### config.mk
export PLATFORM = sky130hd
export DESIGN_NAME = tile_addr_responder
export DESIGN_NICKNAME = d
export VERILOG_FILES = /design/src/rtl/tile_addr_responder.sv
export SDC_FILE = /design/constraint.sdc
export NUM_CORES = 1
export LEC_CHECK = 0
export BUFFER_PORTS_ARGS = -buffer_cell sky130_fd_sc_hd__buf_2
export CAP_MARGIN = 30
export CORE_ASPECT_RATIO = 1.1
export CORE_MARGIN = 1
export CORE_UTILIZATION = 50
export DETAILED_ROUTE_END_ITERATION = 8
export PLACE_DENSITY = 0.78
export SLEW_MARGIN = 20
export SYNTH_ARGS = -nofsm -noshare
export SYNTH_HDL_FRONTEND = slang
export SYNTH_SLANG_ARGS = --single-unit
### constraint.sdc
create_clock -name clk -period 5.1 [get_ports clk]
set_input_delay 1.275 -clock clk [delete_from_list [all_inputs] [get_ports clk]]
set_output_delay 1.275 -clock clk [all_outputs]
set_load 0.03 [all_outputs]
### src/rtl/tile_addr_responder.sv
// Address responder for a tiled AGU: issues bank A/B reads and bank C writes,
// and returns read data in acceptance order through a small response FIFO.
module tile_addr_responder #(
   parameter int ADDR_W     = 10,
   parameter int DATA_W     = 64,
   parameter int FIFO_DEPTH = 4
) (
   input  logic              clk,
   input  logic              rst_n,
   input  logic              req_valid,
   output logic              req_ready,
   input  logic [ADDR_W-1:0] req_addr,
   input  logic [1:0]        req_id,
   input  logic [DATA_W-1:0] req_wdata,
   output logic              mem_a_en,
   output logic [ADDR_W-1:0] mem_a_addr,
   input  logic [DATA_W-1:0] mem_a_rdata,
   output logic              mem_b_en,
   output logic [ADDR_W-1:0] mem_b_addr,
   input  logic [DATA_W-1:0] mem_b_rdata,
   output logic              mem_c_we,
   output logic [ADDR_W-1:0] mem_c_addr,
   output logic [DATA_W-1:0] mem_c_wdata,
   output logic              rsp_valid,
   input  logic              rsp_ready,
   output logic [DATA_W-1:0] rsp_data,
   output logic [1:0]        rsp_id,
   output logic              err_invalid,
   output logic              busy
);

   typedef enum logic [1:0] {
      MAT_A       = 2'd0,
      MAT_B       = 2'd1,
      MAT_C       = 2'd2,
      MAT_INVALID = 2'd3
   } matrix_id_t;

   localparam int PW = $clog2(FIFO_DEPTH);
   localparam int CW = PW + 1;
   localparam logic [CW-1:0] DEPTH_C = CW'(FIFO_DEPTH);

   logic [DATA_W-1:0] fifo_data [FIFO_DEPTH];
   matrix_id_t        fifo_id   [FIFO_DEPTH];
   logic [PW-1:0]     wr_ptr;
   logic [PW-1:0]     rd_ptr;
   logic [CW-1:0]     fifo_count;
   logic [CW-1:0]     occupancy;
   logic              inflight_valid;
   matrix_id_t        inflight_id;
   matrix_id_t        req_kind;
   logic              accept;
   logic              push;
   logic              pop;
   logic [DATA_W-1:0] push_data;

   assign req_kind = matrix_id_t'(req_id);

   // The outstanding read holds a FIFO slot in advance, so its push always fits.
   assign occupancy = fifo_count + CW'(inflight_valid);
   assign req_ready = rst_n && (occupancy < DEPTH_C);
   assign accept    = req_valid && req_ready;

   assign mem_a_en    = accept && (req_kind == MAT_A);
   assign mem_b_en    = accept && (req_kind == MAT_B);
   assign mem_c_we    = accept && (req_kind == MAT_C);
   assign mem_a_addr  = req_addr;
   assign mem_b_addr  = req_addr;
   assign mem_c_addr  = req_addr;
   assign mem_c_wdata = req_wdata;

   assign push      = inflight_valid;
   assign push_data = (inflight_id == MAT_A) ? mem_a_rdata : mem_b_rdata;
   assign rsp_valid = (fifo_count != '0);
   assign pop       = rsp_valid && rsp_ready;

   // Head is masked while empty so the outputs read zero / MAT_A in and after reset.
   assign rsp_data = rsp_valid ? fifo_data[rd_ptr] : '0;
   assign rsp_id   = rsp_valid ? fifo_id[rd_ptr] : MAT_A;
   assign busy     = inflight_valid || rsp_valid;

   always_ff @(posedge clk or negedge rst_n) begin
      if (!rst_n) begin
         inflight_valid <= 1'b0;
         inflight_id    <= MAT_A;
         wr_ptr         <= '0;
         rd_ptr         <= '0;
         fifo_count     <= '0;
         err_invalid    <= 1'b0;
      end else begin
         inflight_valid <= mem_a_en || mem_b_en;
         if (mem_a_en || mem_b_en) begin
            inflight_id <= req_kind;
         end
         if (push) begin
            wr_ptr <= wr_ptr + PW'(1);
         end
         if (pop) begin
            rd_ptr <= rd_ptr + PW'(1);
         end
         case ({push, pop})
            2'b10:   fifo_count <= fifo_count + CW'(1);
            2'b01:   fifo_count <= fifo_count - CW'(1);
            default: fifo_count <= fifo_count;
         endcase
         if (accept && (req_kind == MAT_INVALID)) begin
            err_invalid <= 1'b1;
         end
      end
   end

   always_ff @(posedge clk) begin
      if (push) begin
         fifo_data[wr_ptr] <= push_data;
         fifo_id[wr_ptr]   <= inflight_id;
      end
   end

endmodule

==> flow_summary.json <==
{
  "synth.largest_area_cell": "edfxtp_1",
  "grt_setup_unrepaired": "false",
  "drtAntennaViolNets": 0,
  "ys_types": 31,
  "cp_max_fo": 48,
  "synthAdderAreaFrac_pct": 0.685,
  "cts_hold_buf": 0,
  "cp-end-kind": "primary output",
  "power.total_mw": 8.03,
  "dp_slack_ps": 1470,
  "setup_viol": 0,
  "critical-path-max-stage-delay_ps": 710,
  "avgSynthCellArea_um2": 18.9,
  "dp_hpwl_mm": 18.6,
  "first_pass_iters": 4,
  "core-area_um2": 23700,
  "synth_compound_area_share_pct": 0.426,
  "tightest_slew_ps": 644,
  "fmax_ghz": 0.256,
  "yosysTopAreaCellShare_pct": 65.8,
  "drc": 0,
  "grt_pass1_wl_mm": 38.1,
  "drv_slew": 0,
  "worst-endpoint-arrival_ps": 2630,
  "cts_tree": "yes",
  "final_common_cell": "edfxtp_1",
  "root_buffer": "clkbuf_16",
  "hold_class": "reg -> reg",
  "overflow": 0,
  "layout.cells.most_common_list": "264 x edfxtp_1, 206 x buf_2, 68 x and2_1",
  "cts.sinks": 275,
  "die_x_um": 150,
  "power_density_nw_per_um2": 585,
  "drtIter0Drc": 348,
  "post_cts_buffers": 0,
  "wire_per_inst_um": 24.9,
  "routabilityCongestion": 0.706,
  "grtUsageMet1_pct": 23.6,
  "p_leak_nw": 4.87,
  "grt_pass1_vias": 6090,
  "synth_area_um2": 12100,
  "clock_latency_ps": 530,
  "initial_core_util_pct": 50.9,
  "instances_no_fill": 1083,
  "finalNetCount": 971,
  "use_met3_pct": 8.29,
  "dpl.cell_count": 1033,
  "fp-row-count": 59,
  "fin_skew_ps": 20.2,
  "synth_cells": 637,
  "clk_pin_slew_ps": 60,
  "cp_slowest_cell": "dfrtp_4",
  "worstPathCellList": "buf_12 > mux4_2 > and2_1 > buf_2",
  "cts_buffers": 27,
  "busiest_layer": "met2",
  "timing.final.crit_share_pct": 76.5,
  "slew_headroom_pct": 57.0,
  "vias": 5936,
  "die_area_um2": 24700,
  "synth_xor_xnor_area_share_pct": 0.436,
  "status": "finished clean",
  "setup_ws_ps": 1200,
  "die_h_um": 165,
  "antenna_found_initial": 0,
  "grt_max_degree": 50,
  "htreeDepth": 1,
  "setup_tns_ps": 0,
  "met2_usage_pct": 37.9,
  "n_antenna_cell": 0,
  "synth-simple-area-share_pct": 4.27,
  "yosys_warnings": 0,
  "synth_nets": 851,
  "post-route-min-period_ps": 3900,
  "via_per_inst": 5.48,
  "wl_mm": 26.9,
  "drive_gt1_share_pct": 51.2,
  "area_delta_synth_final_pct": 13.8,
  "yosysSeqAreaShare_pct": 68.0,
  "max-vdd-ir-drop_mv": 0.375,
  "grt_util_all_layers_pct": 21.8,
  "maxCapViolations": 0,
  "hold_viol": 0,
  "yosys-top-cells-area": "edfxtp_1 66%, mux4_2 12%, mux2_2 6.1%",
  "cts_buffer_depth": 3,
  "worstPathRequired_ps": 3830,
  "cts_resized": 0,
  "ys_seq_elements": 275,
  "synth_mux_area_share_pct": 18.5,
  "synth_top_family_by_area": "multiplexers",
  "io_pins": 375,
  "path_class": "reg -> out",
  "numPortBuffers": 206,
  "cp-start-kind": "register"
}
routing by layer:
metal	part of all wire [%]	routed length, um	vias to the layer above
li1	-	-	2607
met1	32	8710	2989
met2	52	14100	277
met3	11	3060	63
met4	4.1	1100	0
met5	0	0	-
logic make-up (layout without fill, tap and decap cells):
kind of cell | count (synthesis) | after routing
AO/OA/AOI/OAI | 5 | 5
XOR/XNOR | 6 | 6
adder cells (fa/ha/maj) | 6 | 6
buffers and inverters | 130 | 271
flip-flops | 275 | 275
multiplexers | 132 | 132
AND/OR/NAND/NOR | 83 | 83
critical path, delay by kind of cell, from the launching register on:
family | cells | cell delay (ps)
mux | 1 | 570
simple gates | 1 | 200
flops | 1 | 710
buf+inv | 2 | 610
cell usage after synthesis:
cell type  count
nand4_1        1
buf_6          1
buf_12         3
nor2_1         1
nor2b_1        2
buf_4         96
buf_2         15
clkbuf_1       6
inv_1          6
nand2b_1       1
o21ai_0        1
mux4_2        66
or3_1          1
buf_1          3
a31o_2         1
a41o_1         1
dfrtp_1       11
ha_1           5
and2_1        72
mux2i_1        1
nor2_2         1
nand2_1        2
xor2_1         4
edfxtp_1     264
fa_1           1
mux2_2        65
and4b_1        1
a211oi_4       1
a21boi_0       1
xnor2_1        2
nand3_1        1
per-stage QoR:
step                      instance area [um2]  utilization [%]  hold WS, ps
after detailed placement                12800             53.9          462
after floorplan                         12100                -          476
final                                   13700             57.9          489
after global routing                    13700             57.9          522
after CTS                               13700             57.9          488
after global placement                  12600             53.4          453
path summary, 6_finish.rpt:
check / start / endpoint / slack, ps / depth (start not counted)
worst max register to register: fifo_count[0] / fifo_count[1] / 2310 / 7
max in group asynchronous: rst_n / rd_ptr[1] / 4230 / 1
worst min-delay path: err_invalid / err_invalid / 490 / 1
worst min register to register: err_invalid / err_invalid / 490 / 1
worst max-delay path: rd_ptr[0] / rsp_data[57] / 1200 / 4
min in group asynchronous: rst_n / err_invalid / 610 / 1
power by group:
group          total [mW]  switching [mW]  internal, mW
Combinational        3.00            1.78          1.22
Clock                2.10           0.824          1.28
Sequential           2.92           0.144          2.78
Total                8.03            2.75          5.28
flip-flops by register name, indices dropped and copies added (netlist names):
name / count
inflight_valid: 1
wr_ptr: 2
fifo_id: 8
fifo_count: 3
rd_ptr: 2
inflight_id: 2
err_invalid: 1
fifo_data: 256
layout make-up:
cell class	count	area, um2
repair buffers	215	1210
flip-flops and latches	275	8210
clock inverters	19	260
inverters	6	22.5
multi-input cells	232	2950
clock buffers	31	691
well taps	305	382
fillers	1733	9980
No activity file was read; power rests on OpenSTA's default activity.
